**config.mk**
```make
export PLATFORM = sky130hd
export DESIGN_NAME = muldiv_unit
export DESIGN_NICKNAME = d
export VERILOG_FILES = /design/src/rtl/mips_pkg.sv /design/src/rtl/muldiv_datapath.sv /design/src/rtl/muldiv_unit.sv
export SDC_FILE = /design/constraint.sdc
export NUM_CORES = 1
export LEC_CHECK = 0
export CAP_MARGIN = 20
export CELL_PAD_IN_SITES_DETAIL_PLACEMENT = 0
export CELL_PAD_IN_SITES_GLOBAL_PLACEMENT = 2
export CORE_AREA = 5 5 251 253
export CTS_BUF_LIST = sky130_fd_sc_hd__clkbuf_8
export DETAILED_ROUTE_END_ITERATION = 7
export DIE_AREA = 0 0 256 258
export GPL_ROUTABILITY_DRIVEN = 0
export PLACE_DENSITY = 0.79
export SLEW_MARGIN = 40
export SYNTH_ARGS = -nofsm -noshare
export SYNTH_HDL_FRONTEND = slang
export SYNTH_SLANG_ARGS = --single-unit
export TNS_END_PERCENT = 1
```
**constraint.sdc**
```tcl
create_clock -name clk -period 9 [get_ports clk]
set_input_delay 1.35 -clock clk [delete_from_list [all_inputs] [get_ports clk]]
set_output_delay 1.35 -clock clk [all_outputs]
set_load 0.01 [all_outputs]
```
**src/rtl/mips_pkg.sv**
```systemverilog
// Shared definitions for the multiply/divide stage: op encodings, FSM states, default widths.
package mips_pkg;

    localparam int unsigned MD_WIDTH = 32;
    localparam int unsigned MD_CNT_W = 6;

    localparam logic [1:0] MD_MULT  = 2'b00;
    localparam logic [1:0] MD_MULTU = 2'b01;
    localparam logic [1:0] MD_DIV   = 2'b10;
    localparam logic [1:0] MD_DIVU  = 2'b11;

    typedef enum logic [2:0] {
        StIdle,
        StPrep,
        StCalc,
        StFix,
        StDone
    } md_state_e;

    // op[0] clear selects the signed variant of both MULT and DIV.
    function automatic logic md_is_signed(input logic [1:0] op);
        return ~op[0];
    endfunction

    function automatic logic md_is_div(input logic [1:0] op);
        return op[1];
    endfunction

endpackage

```
**src/rtl/muldiv_datapath.sv**
```systemverilog
// Shift-add multiplier / restoring divider datapath with sign handling and result fixup.
module muldiv_datapath
    import mips_pkg::*;
#(
    parameter int unsigned WIDTH = MD_WIDTH
) (
    input  logic             clk,
    input  logic             rst_n,
    input  logic             load,
    input  logic             prep,
    input  logic             step,
    input  logic [1:0]       op,
    input  logic [WIDTH-1:0] operand_a,
    input  logic [WIDTH-1:0] operand_b,
    output logic [WIDTH-1:0] res_hi,
    output logic [WIDTH-1:0] res_lo
);

    logic [1:0]         op_q;
    logic [WIDTH-1:0]   a_raw_q;
    logic [WIDTH-1:0]   b_raw_q;
    logic [WIDTH-1:0]   divisor_q;
    logic [2*WIDTH-1:0] acc_q;
    logic               neg_res_q;
    logic               neg_rem_q;

    logic               is_signed;
    logic               is_div;
    logic               div_zero;
    logic [WIDTH-1:0]   mag_a;
    logic [WIDTH-1:0]   mag_b;
    logic [WIDTH:0]     add_sum;
    logic [WIDTH:0]     rem_sh;
    logic [WIDTH:0]     diff;
    logic [2*WIDTH-1:0] mult_next;
    logic [2*WIDTH-1:0] div_next;
    logic [2*WIDTH-1:0] prod_fix;
    logic [WIDTH-1:0]   quo;
    logic [WIDTH-1:0]   rem;

    assign is_signed = md_is_signed(op_q);
    assign is_div    = md_is_div(op_q);
    assign div_zero  = (b_raw_q == '0);

    // Negating the most negative value wraps to itself, which is the correct unsigned magnitude.
    assign mag_a = (is_signed && a_raw_q[WIDTH-1]) ? -a_raw_q : a_raw_q;
    assign mag_b = (is_signed && b_raw_q[WIDTH-1]) ? -b_raw_q : b_raw_q;

    always_comb begin
        add_sum   = {1'b0, acc_q[2*WIDTH-1:WIDTH]} + {1'b0, (acc_q[0] ? divisor_q : '0)};
        mult_next = {add_sum, acc_q[WIDTH-1:1]};

        rem_sh = acc_q[2*WIDTH-1:WIDTH-1];
        diff   = rem_sh - {1'b0, divisor_q};
        if (diff[WIDTH]) begin
            div_next = {rem_sh[WIDTH-1:0], acc_q[WIDTH-2:0], 1'b0};
        end else begin
            div_next = {diff[WIDTH-1:0], acc_q[WIDTH-2:0], 1'b1};
        end
    end

    always_ff @(posedge clk or negedge rst_n) begin
        if (!rst_n) begin
            op_q      <= MD_MULT;
            a_raw_q   <= '0;
            b_raw_q   <= '0;
            divisor_q <= '0;
            acc_q     <= '0;
            neg_res_q <= 1'b0;
            neg_rem_q <= 1'b0;
        end else if (load) begin
            op_q    <= op;
            a_raw_q <= operand_a;
            b_raw_q <= operand_b;
        end else if (prep) begin
            divisor_q <= mag_b;
            acc_q     <= {{WIDTH{1'b0}}, mag_a};
            neg_res_q <= is_signed & (a_raw_q[WIDTH-1] ^ b_raw_q[WIDTH-1]);
            neg_rem_q <= is_signed & a_raw_q[WIDTH-1];
        end else if (step) begin
            acc_q <= is_div ? div_next : mult_next;
        end
    end

    // After CALC: multiply leaves the product in acc_q, divide leaves {remainder, quotient}.
    always_comb begin
        prod_fix = neg_res_q ? -acc_q : acc_q;
        quo      = acc_q[WIDTH-1:0];
        rem      = acc_q[2*WIDTH-1:WIDTH];
        if (!is_div) begin
            res_hi = prod_fix[2*WIDTH-1:WIDTH];
            res_lo = prod_fix[WIDTH-1:0];
        end else if (div_zero) begin
            res_hi = a_raw_q;
            res_lo = '1;
        end else begin
            res_hi = neg_rem_q ? -rem : rem;
            res_lo = neg_res_q ? -quo : quo;
        end
    end

endmodule

```
**src/rtl/muldiv_unit.sv**
```systemverilog
// Iterative MULT/MULTU/DIV/DIVU unit: control FSM, iteration counter and architectural HI/LO.
module muldiv_unit
    import mips_pkg::*;
#(
    parameter int unsigned WIDTH = MD_WIDTH,
    parameter int unsigned CNT_W = MD_CNT_W
) (
    input  logic             clk,
    input  logic             rst_n,
    input  logic             start,
    input  logic [1:0]       op,
    input  logic [WIDTH-1:0] operand_a,
    input  logic [WIDTH-1:0] operand_b,
    input  logic             hi_we,
    input  logic             lo_we,
    input  logic [WIDTH-1:0] wdata,
    output logic             busy,
    output logic             done,
    output logic [WIDTH-1:0] hi,
    output logic [WIDTH-1:0] lo
);

    localparam logic [CNT_W-1:0] LastCnt = CNT_W'(WIDTH - 1);

    md_state_e        state_q;
    md_state_e        state_d;
    logic [CNT_W-1:0] cnt_q;
    logic [WIDTH-1:0] hi_q;
    logic [WIDTH-1:0] lo_q;
    logic             dp_load;
    logic             dp_prep;
    logic             dp_step;
    logic [WIDTH-1:0] res_hi;
    logic [WIDTH-1:0] res_lo;

    always_ff @(posedge clk or negedge rst_n) begin
        if (!rst_n) begin
            state_q <= StIdle;
        end else begin
            state_q <= state_d;
        end
    end

    always_comb begin
        state_d = state_q;
        dp_load = 1'b0;
        dp_prep = 1'b0;
        dp_step = 1'b0;
        unique case (state_q)
            StIdle: begin
                if (start) begin
                    dp_load = 1'b1;
                    state_d = StPrep;
                end
            end
            StPrep: begin
                dp_prep = 1'b1;
                state_d = StCalc;
            end
            StCalc: begin
                dp_step = 1'b1;
                if (cnt_q == LastCnt) begin
                    state_d = StFix;
                end
            end
            StFix:   state_d = StDone;
            StDone:  state_d = StIdle;
            default: state_d = StIdle;
        endcase
    end

    always_ff @(posedge clk or negedge rst_n) begin
        if (!rst_n) begin
            cnt_q <= '0;
        end else if (state_q == StPrep) begin
            cnt_q <= '0;
        end else if (state_q == StCalc) begin
            cnt_q <= cnt_q + CNT_W'(1);
        end
    end

    // MTHI/MTLO only land in IDLE; a result written in FIX always wins over them.
    always_ff @(posedge clk or negedge rst_n) begin
        if (!rst_n) begin
            hi_q <= '0;
            lo_q <= '0;
        end else if (state_q == StFix) begin
            hi_q <= res_hi;
            lo_q <= res_lo;
        end else if (state_q == StIdle) begin
            if (hi_we) begin
                hi_q <= wdata;
            end
            if (lo_we) begin
                lo_q <= wdata;
            end
        end
    end

    muldiv_datapath #(
        .WIDTH (WIDTH)
    ) u_datapath (
        .clk       (clk),
        .rst_n     (rst_n),
        .load      (dp_load),
        .prep      (dp_prep),
        .step      (dp_step),
        .op        (op),
        .operand_a (operand_a),
        .operand_b (operand_b),
        .res_hi    (res_hi),
        .res_lo    (res_lo)
    );

    assign busy = (state_q != StIdle);
    assign done = (state_q == StDone);
    assign hi   = hi_q;
    assign lo   = lo_q;

endmodule

```
* Word-level counts from Yosys, hierarchy flattened *
Index checks and enable logic that the tools add are counted.

cells by class
  $add $sub $neg = 8
  equality and inequality tests = 7
  multiplexer cells = 29
  bitwise logic cells = 5
  reduce and logical (&&, ||, !) cells = 15

operator list
  cell                                                             count
  32-bit 2-to-1 mux                                                15
  64-bit 2-to-1 mux                                                5
  32-bit negator                                                   4
  64-bit negator                                                   1
  32-bit by 32-bit adder with 33-bit output                        1
  33-bit by 32-bit subtractor with 33-bit output                   1
  32-bit logical NOT                                               1
  6-bit 2-to-1 mux                                                 2
  3-bit one-hot mux with 4 select lines                            1
  2-bit AND reduction                                              5
  2-bit nonzero test                                               5
  6-bit by 1-bit adder with 6-bit output, second input constant    1
  3-bit by 2-bit == test with 1-bit output, second input constant  2
  6-bit by 5-bit == test with 1-bit output, second input constant  1
  3-bit 2-to-1 mux                                                 2
  1-bit 2-to-1 mux                                                 4
  2-bit inequality test, second input constant                     2
  3-bit by 1-bit == test with 1-bit output, second input constant  1
  3-bit == test, second input constant                             1
  3-bit logical NOT                                                1
  3-bit nonzero test                                               1
  1-bit AND                                                        2
  1-bit logical AND                                                2
  1-bit NOT                                                        2
  1-bit bitwise XOR                                                1

storage, ports and cells
  flip-flop bits (word level) = 237
  input bits = 103
  output and inout port bits = 66
  logic and storage cells = 75

* Depth between registers and ports, before layout *
Gate-level depths: netlist of the first run.

  depth in word-level cells = 5
  gate-level depth with buffers = 14
  depth with buffers taken out = 13

* By module *
Synthesis of the first run repeated with hierarchy kept, for this count alone.

second synthesis, totals
  cells, all modules = 2189
  area, all modules = 17984.7 sq um

modules (own cells, without submodules)
  module           instances  cells an instance  area an instance (sq um)  seq. area each (sq um)
  muldiv_datapath  1          1867               14487.6                   4103.9
  muldiv_unit      1          322                3497.1                    1826.8

* Least setup slack after synthesis of the first run *
No wires, ideal clock.

  path kind = reg2reg
  from = reg u_datapath.acc_q[31]
  to = reg u_datapath.acc_q[33]
  library setup time = 0.146 ns
  data arrival time = 3.081 ns
  required time = 8.854 ns
  setup slack = 5.773 ns
  stages on the path, launching flop included = 15
  path buffers = 2
  period minus slack after synthesis = 3.227 ns
  cells stage by stage = dfrtp_1 -> inv_1 -> ha_1 -> fa_1 -> nand2b_1 -> a21oi_1 -> o21ai_0 -> a21oi_1 -> a41oi_1 -> xnor2_1 -> buf_2 -> clkbuf_1 -> nand2_1 -> o211ai_1 -> o221ai_1

on the way
  word-level cells in the longest chain between the ends = 5

RTL lines
  what                                            line                   RTL
  start: declaration                              muldiv_datapath.sv:23  logic [2*WIDTH-1:0] acc_q;
  start signal: assignment                        muldiv_datapath.sv:77  acc_q <= {{WIDTH{1'b0}}, mag_a};
  start signal: assignment                        muldiv_datapath.sv:81  acc_q <= is_div ? div_next : mult_next;
  33-bit by 32-bit subtractor with 33-bit output  muldiv_datapath.sv:54  diff = rem_sh - {1'b0, divisor_q};
  64-bit 2-to-1 mux                               muldiv_datapath.sv:55  if (diff[WIDTH]) begin
  64-bit 2-to-1 mux                               muldiv_datapath.sv:81
  64-bit 2-to-1 mux                               muldiv_datapath.sv:80  end else if (step) begin
  64-bit 2-to-1 mux                               muldiv_datapath.sv:75  end else if (prep) begin

No other way between the ends. The select of a mux whose other input is x is not followed.
A chain may end at the register's enable or synchronous reset.

* Worst setup path after layout of the first run *
  from = reg u_datapath.acc_q[32]
  to = reg u_datapath.acc_q[35]

on the way
  word-level cells in the longest chain between the ends = 5
  elaborated cells on any way between the ends = 6
  those cells by class = add/sub (2); mux (4)

RTL lines
  what                                            line
  33-bit by 32-bit subtractor with 33-bit output  muldiv_datapath.sv:54
  64-bit 2-to-1 mux                               muldiv_datapath.sv:55
  64-bit 2-to-1 mux *                             muldiv_datapath.sv:81
  64-bit 2-to-1 mux *                             muldiv_datapath.sv:80
  64-bit 2-to-1 mux *                             muldiv_datapath.sv:75

Every way passes the cells marked *; elsewhere a longest branch is shown, timed or not. The select of a mux whose other input is x is not followed.

==> results of run 1 <==
## cell usage in the layout, fill, tap and decap left out, types with 33 or more instances in the layout
master           count
ha_1                69
clkdlybuf4s50_1    167
dfrtp_1            235
xor2_1              99
o211ai_1            48
mux2i_1             94
a21oi_1            125
o21ai_0            230
nor2_1             123
inv_1               66
clkbuf_8            64
a22oi_1             36
nand2_1            265
xnor2_1             88
mux2_2              62
nor3_1              33
## logic make-up after synthesis
group                      after synthesis  synth area share [%]
AOI/OAI and AO/OA                      622                 21.59
muxes                                  156                 9.149
buffers and inverters                  199                 4.365
DFF                                    237                 33.10
adders and majority gates               71                 5.042
xor gates and xnor gates               188                 9.191
and+or+nand+nor                        643                 17.56
## critical path, delay by kind of cell (launching register included)
family | cells | cell delay (ns)
AOI/OAI and AO/OA | 5 | 1.29
xor gates and xnor gates | 1 | 0.15
adders and majority gates | 1 | 0.45
buffers and inverters | 2 | 0.68
DFF | 1 | 0.52
muxes | 1 | 0.40
and+or+nand+nor | 2 | 0.25
## through the flow
| stage | utilization (%) | instances | hold WS, ns | total power [uW] | area, sq um |
|---|---|---|---|---|---|
| CTS | 35.21 | 3041 | 0.4828 | 9089 | 21410 |
| global route | 35.22 | 3041 | 0.5071 | 9739 | 21410 |
| floorplan | - | 2116 | 0.4498 | 5846 | 17920 |
| detailed placement | 33.38 | 2954 | 0.4728 | 7746 | 20290 |
| global placement | 33.24 | 2952 | 0.4649 | 7695 | 20210 |
| finish | 35.22 | 3041 | 0.4768 | 9073 | 21410 |
## final timing paths
| kind | from | end | slack, ns | depth (start not counted) |
|---|---|---|---|---|
| setup / recovery | u_datapath.acc_q[32] | u_datapath.acc_q[35] | 5.11 | 12 |
| hold / removal | u_datapath.divisor_q[17] | u_datapath.divisor_q[17] | 0.48 | 2 |
| setup reg to reg | u_datapath.acc_q[32] | u_datapath.acc_q[35] | 5.11 | 12 |
| hold reg to reg | u_datapath.divisor_q[17] | u_datapath.divisor_q[17] | 0.48 | 2 |
| max in group asynchronous | rst_n | u_datapath.divisor_q[17] | 7.12 | 3 |
| min in group asynchronous | rst_n | lo[5] | 0.62 | 1 |
## power groups by stage
stage                     Clock, uW  Combinational (uW)  Sequential (uW)
final                          1300                5300             2470
after global routing           1380                5830             2540
after CTS                      1340                5300             2460
after detailed placement          0                5270             2470
after global placement            0                5240             2450
after floorplan                   0                3770             2070
## cell type report
type	count	area, sq um
Clock buffer	64	880.8
Timing Repair Buffer	190	1892
Tap cell	790	988.4
Inverter	57	214.0
Clock inverter	23	236.5
Multi-Input combinational cell	1680	11270
Fill cell	6350	39390
Sequential cell	237	5936
## state kept, by name (all words and copies together) (netlist names), 2 cells and up
register,cells
u_datapath.acc_q,64
hi,32
lo,32
u_datapath.a_raw_q,32
u_datapath.b_raw_q,32
u_datapath.divisor_q,32
cnt_q,6
state_q,3
u_datapath.op_q,2
## routing by layer
metal / vias up / share of wire [%] / track usage, %
met2: 524 / 47 / 33.25
met5: - / 0 / 0
met3: 105 / 5.3 / 3.422
met1: 8122 / 44 / 25.93
li1: 7844 / - / -
met4: 0 / 3.7 / 7.121
==> impl_metrics.csv, run 1 <==
group,metric,value,unit
status,run_status,"completed",
power_and_ir_drop,p_per_area,423.7,nW/um^2
floorplanning,ios,169,
logic_synthesis,ys_seq_elements,237,
clock_network,cts_buffers,47,
sta,rsz0062_at_grt,"false",
clock_network,clkTransAtPathRegs,0.06,ns
setup_path,cp.required,9.51,ns
power_and_ir_drop,comb_power_share,58.5,%
grt,grt_pass1_vias,16367,
clock_network,tritoncts,"yes",
logic_synthesis,syn-mean-instance-area,8.467,sq um
setup_path,crit_top_cell,"a21oi_1",
clock_network,cts_hold_buffers,0,
clock_network,cts_setup_buffers,0,
sta,setup_ws,5.109,ns
setup_path,crit_path_end_kind,"flip-flop",
clock_network,clock_sinks,237,
logic_synthesis,yosys.area.top_type,"dfrtp_1",
logic_synthesis,synth_nets,2290,
place,hpwl,51.63,mm
setup_path,critical_path.cell_chain,"inv_1, fa_1, nand2b_1, a21oi_1, o21ai_0, a21oi_1, a41oi_1, xnor2_2, buf_4, mux2_2, a21oi_1, nor2_1",
power_and_ir_drop,swShare,49.04,%
grt,globalRouteOverflowTotal,0,
routing,num_vias,16595,
job,maxCapViolCount,0,
floorplanning,start_util,29.47,%
floorplanning,die_w,256,um
floorplanning,coreArea,60800,sq um
finish,fin_nets,2387,
routing,antenna_left,0,
place,dp_slack,5.091,ns
sta,fin_crit,3.891,ns
floorplanning,die_h,258,um
power_and_ir_drop,seq_power_share,27.2,%
finish,num_antenna_cells,0,
routing,vias_per_cell,5.457,
setup_path,crit_path_start_kind,"flip-flop",
setup_path,critical_path_peak_fanout,42,
routing,wl_per_cell,22.28,um
power_and_ir_drop,p_int,4623,uW
routing,drtIter0Drc,1385,
power_and_ir_drop,clkPwrFrac,14.4,%
grt,grt_max_degree,76,
floorplanning,die-area,66050,sq um
clock_network,clk_latency,0.64,ns
power_and_ir_drop,switchingPower,4450,uW
logic_synthesis,synth_area_leaders,"dfrtp_1 (33%), o21ai_0 (6.4%), nand2_1 (5.6%), mux2i_1 (5.3%), xor2_1 (4.8%)",
setup_path,critPathSlowestCell,"dfrtp_1",
sta,worstMarginPinSlew,0.8413,ns
finish,drive_gt1_share,9.107,%
grt,grt_pass1_wl,103.2,mm
sta,maxSlewViolCount,0,
setup_path,slowest_delay,0.52,ns
sta,tns,0,ns
logic_synthesis,yosysWarnings,0,
place,io_buffers,168,
logic_synthesis,netlist_top_cells_count,"nand2_1 (267), dfrtp_1 (237), o21ai_0 (230)",
logic_synthesis,synth_most_common_cell,"nand2_1",
sta,fin_skew,0.04379,ns
clock_network,cts-root-buf,"clkbuf_8",
clock_network,cts_resized,0,
logic_synthesis,synth_top_area_share,33.10,%
routing,remaining_drc_errors,0,
logic_synthesis,syn_inst,2116,
grt,track_usage,19.85,%
logic_synthesis,synth_edf_count,0,
logic_synthesis,seq_area_frac_synth,33.10,%
power_and_ir_drop,peakVddDrop,0.2482,mV
worst_hold_path,hold_path.class,"reg -> reg",
logic_synthesis,synth.cell_area,17920,sq um
setup_path,arrival,4.41,ns
sta,setup_violations,0,
logic_synthesis,async_reset_ff_share,100.0,%
logic_synthesis,synth.distinct_cells,80,
finish,syn_to_final_growth,19.53,%
setup_path,worst-setup-path-type,"reg -> reg",
sta,relSlewSlack,43.40,%
clock_network,ctsHtreeMaxLevel,2,
logic_synthesis,ys_dominant_reg_cell,"dfrtp_1",
routing,wl,67.75,mm
sta,fmax,257.0,MHz
floorplanning,rows,91,
sta,hold_viol,0,
clock_network,clock_path_buffers,3,
sta,finalCritPeriodShare,43.23,%
routing,dr.pass1.iters,5,
power_and_ir_drop,power.leakage,0.008895,uW
grt,grt_antenna_before_repair,0,
Power figures use the tool's default switching activity.
==> run 2, diff against run 1 <==
==> constraint.sdc (replaced) <==
create_clock -name clk -period 4.1 [get_ports clk]
set_input_delay 0.615 -clock clk [delete_from_list [all_inputs] [get_ports clk]]
set_output_delay 0.615 -clock clk [all_outputs]
set_load 0.01 [all_outputs]
==> run 2 against run 1 <==
Net effect: via count increased by 1.9%; sequential power increased by 120%; global-route usage up 0.62 points; utilization grew 0.26 points; die area is the same; sequential share of layout area shrank 0.20 points; worst setup slack worse by 4.8 ns; critical endpoint is now u_datapath.acc_q[63]; largest cell class unchanged; largest power group unchanged.
==> impl_metrics.csv, run 2 (synthesized netlist as in run 1, its figures left out) <==
group,metric,value,unit
setup_path,crit_path_end_kind,"flip-flop",
setup_path,critPathSlowestCell,"o31ai_1",
routing,drtIter0Drc,1341,
sta,tns,0,ns
floorplanning,die-area,66050,sq um
power_and_ir_drop,power.leakage,0.009029,uW
sta,worstMarginPinSlew,0.8460,ns
sta,fin_skew,0.04754,ns
floorplanning,ios,169,
setup_path,rr_startpoint,"u_datapath.acc_q[0]",
setup_path,arrival,4.36,ns
clock_network,tritoncts,"yes",
finish,layout_commonest_cell,"nand2_1",
finish,drive_gt1_share,10.26,%
clock_network,cts_buffers,47,
setup_path,slowest_delay,0.61,ns
sta,rsz0062_at_grt,"false",
floorplanning,start_util,29.47,%
setup_path,r2r-end,"u_datapath.acc_q[63]",
setup_path,worst-setup-path-type,"reg -> reg",
floorplanning,coreArea,60800,sq um
setup_path,startpoint,"u_datapath.acc_q[0]",
grt,globalRouteOverflowTotal,0,
setup_path,r2r_slack,0.28,ns
power_and_ir_drop,p_per_area,921.6,nW/um^2
grt,grt_antenna_before_repair,0,
clock_network,cts-root-buf,"clkbuf_8",
job,maxCapViolCount,0,
routing,vias_per_cell,5.488,
clock_network,clock_path_buffers,3,
sta,maxSlewViolCount,0,
sta,relSlewSlack,43.60,%
grt,track_usage,20.47,%
sta,fmax,261.6,MHz
worst_hold_path,hold_path.class,"in -> async",
setup_path,critical_path_peak_fanout,8,
setup_path,crit_path_start_kind,"flip-flop",
place,hpwl,53.32,mm
clock_network,clk_latency,0.65,ns
floorplanning,die_h,258,um
finish,syn_to_final_growth,20.41,%
clock_network,clock_sinks,237,
clock_network,ctsHtreeMaxLevel,2,
finish,num_antenna_cells,0,
routing,antenna_left,0,
grt,grt_max_degree,105,
routing,wl_per_cell,22.52,um
finish,largest_register_ffs,64,
routing,wl,69.39,mm
routing,dr.pass1.iters,5,
routing,remaining_drc_errors,0,
finish,fin_util,35.48,%
finish,fin_nets,2430,
finish,final_cell_mix,"nand2_1 (267), dfrtp_1 (234), o21ai_0 (230)",
setup_path,critical_path.cell_chain,"and2_1, ha_1, inv_1, fa_1, nand2b_1, a211oi_1, nor2_1, o31ai_1, a31oi_1, a22o_1, o21ai_0, a31oi_1, a211oi_1",
floorplanning,rows,91,
power_and_ir_drop,peakVddDrop,0.3895,mV
clock_network,clkTransAtPathRegs,0.06,ns
setup_path,cp.required,4.63,ns
setup_path,worst-r2r-cell-count,13,
clock_network,cts_setup_buffers,0,
finish,fillers,6333,
place,io_buffers,168,
sta,finalCritPeriodShare,93.25,%
sta,setup_violations,0,
sta,fin_crit,3.823,ns
sta,hold_viol,0,
status,run_status,"completed",
grt,grt_pass1_wl,106.8,mm
grt,grt_pass1_vias,17135,
routing,num_vias,16908,
finish,regMostFlops,"u_datapath.acc_q",
floorplanning,die_w,256,um
==> run 2: repair_timing <==
| action | 4_1_cts | 5_1_grt |
|---|---|---|
| setup endpoints to repair | 0 | 1 |
| hold endpoints to repair | 0 | 44 |
| resized for setup | 0 | 1 |
| hold buffers | 0 | 1 |
==> run 2: cell type report <==
| class | count | area, sq um | share of cell area, % |
|---|---|---|---|
| multi-input cells | 1680 | 11250 | 52.14 |
| flip-flops and latches | 237 | 5937 | 27.52 |
| repair buffers | 233 | 2272 | 10.53 |
| well taps | 790 | 988.4 | 4.582 |
| clock buffers | 53 | 729.5 | 3.381 |
| inverters | 57 | 214.0 | 0.9918 |
| clock inverters | 31 | 183.9 | 0.8526 |
==> run 2: power by group <==
part	internal [uW]	leakage (uW)	total, uW	switching [uW]
clock network	1250	0.000526	2420	1170
registers	3500	0.00286	5340	1850
logic	5200	0.00564	12100	6910
==> run 2: worst max-delay path by stage <==
| stage | endpoint | slack (ns) | cells after the start |
|---|---|---|---|
| after floorplan | u_datapath.acc_q[33] | 0.87 | 14 |
| after global placement | hi[30] | 0.39 | 10 |
| after detailed placement | u_datapath.acc_q[48] | 0.34 | 13 |
| after CTS | u_datapath.acc_q[48] | 0.29 | 12 |
| after global routing | u_datapath.acc_q[63] | 0.08 | 13 |
| final | u_datapath.acc_q[63] | 0.28 | 13 |
==> run 2: per-stage QoR <==
step | instance area (sq um) | cells | total power [uW] | hold slack (ns) | setup slack (ns)
after CTS | 21520 | 3078 | 19900 | 0.01871 | 0.2860
final | 21570 | 3081 | 19880 | 0.4571 | 0.2769
after detailed placement | 20610 | 2994 | 17370 | 0.4736 | 0.3417
after floorplan | 17920 | 2116 | 12830 | 0.3194 | 0.8727
after global placement | 20550 | 2992 | 17230 | 0.4650 | 0.3931
after global routing | 21570 | 3081 | 21410 | 0.4660 | 0.08240
==> run 2: worst max-delay path, delay by kind of cell, from the launching register on <==
family | cells | cell delay (ns)
buffers and inverters | 1 | 0.07
DFF | 1 | 0.53
and+or+nand+nor | 3 | 0.54
adders and majority gates | 2 | 0.60
AOI/OAI and AO/OA | 7 | 1.98
==> run 2: metal layers <==
layer	vias to the layer above	GRT usage, %	routed length (um)
li1	7922	-	-
met1	8272	26.55	30220
met2	584	34.29	32310
met3	130	3.109	3710
met4	0	8.411	3153
met5	-	0	0
==> run 3, diff against run 2 <==
--- a/config.mk
+++ b/config.mk
@@ -12,7 +12,6 @@
 export CTS_BUF_LIST = sky130_fd_sc_hd__clkbuf_8
 export DETAILED_ROUTE_END_ITERATION = 7
 export DIE_AREA = 0 0 256 258
-export GPL_ROUTABILITY_DRIVEN = 0
 export PLACE_DENSITY = 0.79
 export SLEW_MARGIN = 40
 export SYNTH_ARGS = -nofsm -noshare
==> run 3 against run 2 <==
Net effect: die area unchanged; non-clock buffer count unchanged; global-route usage about the same; worst setup slack improved by 0.013 ns; final cell count about the same; register-to-register slack about the same; wire length increased by 0.73%; clock skew decreased by 0.024 ns; critical path type unchanged; highest routed layer unchanged.
==> impl_metrics.csv, run 3 (synthesized netlist as in run 1, its figures left out) <==
group,metric,value,unit
routing,num_vias,16901,
floorplanning,coreArea,60800,sq um
routing,dr.pass1.iters,6,
finish,fin_nets,2429,
status,run_status,"completed",
sta,maxSlewViolCount,0,
power_and_ir_drop,swShare,49.32,%
floorplanning,die_h,258,um
finish,num_antenna_cells,0,
grt,track_usage,20.44,%
finish,fillers,6332,
power_and_ir_drop,power.leakage,0.009086,uW
routing,wl_per_cell,22.70,um
floorplanning,die_w,256,um
power_and_ir_drop,switchingPower,10010,uW
job,maxCapViolCount,0,
sta,fin_crit,3.810,ns
power_and_ir_drop,comb_power_share,60.4,%
power_and_ir_drop,seq_power_share,26.1,%
sta,tns,0,ns
finish,multi_input_area,11250,sq um
setup_path,worst-setup-path-type,"reg -> reg",
sta,fin_skew,0.02308,ns
power_and_ir_drop,peakVddDrop,0.2903,mV
finish,drive_gt1_share,10.35,%
place,place_inst,2993,
floorplanning,rows,91,
clock_network,clk_latency,0.63,ns
floorplanning,ios,169,
finish,layout_commonest_cell,"nand2_1",
setup_path,rr_startpoint,"u_datapath.acc_q[0]",
sta,worstMarginPinSlew,0.8223,ns
sta,relSlewSlack,45.18,%
grt,globalRouteOverflowTotal,0,
clock_network,clock_sinks,237,
routing,drtIter0Drc,1422,
sta,setup_ws,0.2903,ns
clock_network,cts_buffers,46,
setup_path,critical_path_peak_fanout,30,
routing,antenna_left,0,
setup_path,crit_path_start_kind,"flip-flop",
setup_path,r2r-end,"u_datapath.acc_q[60]",
setup_path,worst-r2r-cell-count,13,
setup_path,arrival,4.31,ns
finish,final_cell_mix,"nand2_1 (267), dfrtp_1 (235), o21ai_0 (230)",
place,gp_congestion,0.9437,
grt,grt_antenna_before_repair,0,
finish,syn_to_final_growth,21.11,%
finish,regArea,5936,sq um
grt,grt_pass1_wl,106.5,mm
grt,grt_max_degree,104,
grt,grt_pass1_vias,16741,
finish,regMostFlops,"u_datapath.acc_q",
power_and_ir_drop,p_per_area,935.2,nW/um^2
grt,use_met1,26.87,%
grt,grt.met3_usage,3.011,%
finish,final_cells,3080,
finish,largest_register_ffs,64,
floorplanning,die-area,66050,sq um
routing,remaining_drc_errors,0,
clock_network,ctsHtreeMaxLevel,2,
place,hpwl,53.80,mm
sta,finalCritPeriodShare,92.92,%
routing,vias_per_cell,5.487,
finish,final_area,21700,sq um
grt,grt_util_met2,34.35,%
setup_path,cp.required,4.60,ns
place,dp_slack,0.2534,ns
place,io_buffers,168,
floorplanning,start_util,29.47,%
clock_network,clkTransAtPathRegs,0.06,ns
sta,setup_violations,0,
routing,wl,69.90,mm
place,dpl_cell_area,20570,sq um
sta,fmax,262.5,MHz
grt,globalRoute.busiestLayer,"met2",
power_and_ir_drop,clkPwrFrac,13.5,%
sta,hold_viol,0,
sta,rsz0062_at_grt,"false",
worst_hold_path,hold_path.class,"in -> async",
clock_network,cts-root-buf,"clkbuf_8",
setup_path,crit_path_end_kind,"flip-flop",
power_and_ir_drop,p_int,10280,uW
finish,fin_util,35.69,%
clock_network,clock_path_buffers,3,
clock_network,tritoncts,"yes",
setup_path,r2r_slack,0.29,ns
-- run 3: changes by cell type in the layout (fill, tap and decap cells not counted), moves of 2 or more --
cell / change
clkinv_2: -6
clkbuf_8: +5
bufinv_16: +4
buf_12: -2
inv_1: -2
nor2b_1: -2
nor2b_2: +2
-- run 3: power groups by stage --
stage                     clock network [uW]  registers, uW  logic [uW]
after detailed placement                   0           5330       12100
after floorplan                            0           4550        8280
after global routing                    2920           5450       13400
after global placement                     0           5300       12000
after CTS                               2820           5290       12200
final                                   2740           5310       12200
-- run 3: repair_timing --
item / 4_1_cts / 5_1_grt
endpoints found under the setup margin: 0 / 4
gates resized for setup: 0 / 1
hold endpoints to repair: 0 / 30
setup buffers: 0 / 1
hold buffers: 0 / 1
-- run 3: how the worst max path moves through the flow --
stage                                       to  cells after the start  slack (ns)                 start
final                     u_datapath.acc_q[60]                     13        0.29   u_datapath.acc_q[0]
after global routing      u_datapath.acc_q[60]                     13       0.005   u_datapath.acc_q[0]
after CTS                 u_datapath.acc_q[43]                     12        0.19  u_datapath.acc_q[31]
after detailed placement  u_datapath.acc_q[43]                     12        0.25  u_datapath.acc_q[31]
after global placement    u_datapath.acc_q[48]                     13        0.34  u_datapath.acc_q[31]
after floorplan           u_datapath.acc_q[33]                     14        0.87  u_datapath.acc_q[31]
-- run 3: layout make-up --
| class | count | area share (%) |
|---|---|---|
| inverters | 57 | 0.9861 |
| multi-input cells | 1680 | 51.84 |
| clock inverters | 25 | 1.130 |
| well taps | 790 | 4.556 |
| flip-flops and latches | 237 | 27.36 |
| clock buffers | 58 | 3.679 |
| repair buffers | 233 | 10.45 |
-- run 3: stage by stage --
step	hold slack (ns)	total power, uW
4_1_cts	0.05529	20270
2_1_floorplan	0.3194	12830
3_5_place_dp	0.4701	17430
3_3_place_gp	0.4635	17340
6_report	0.4664	20290
5_1_grt	0.4751	21770
-- run 3: layer usage --
metal	share of wire (%)	wire length, um
met5	0	0
met4	4.0	2813
met3	5.1	3584
met2	47	32820
met1	44	30690
-- run 3: worst max-delay path: stages, from the launching register on --
cell	delay, ns
dfrtp_1	0.51
inv_1	0.16
buf_4	0.34
nor2_1	0.09
ha_1	0.44
and4_1	0.33
and4_1	0.24
a32o_1	0.17
a21oi_1	0.07
a311oi_1	0.49
nand2_1	0.20
o22ai_1	0.30
mux2i_1	0.23
nand3_1	0.08
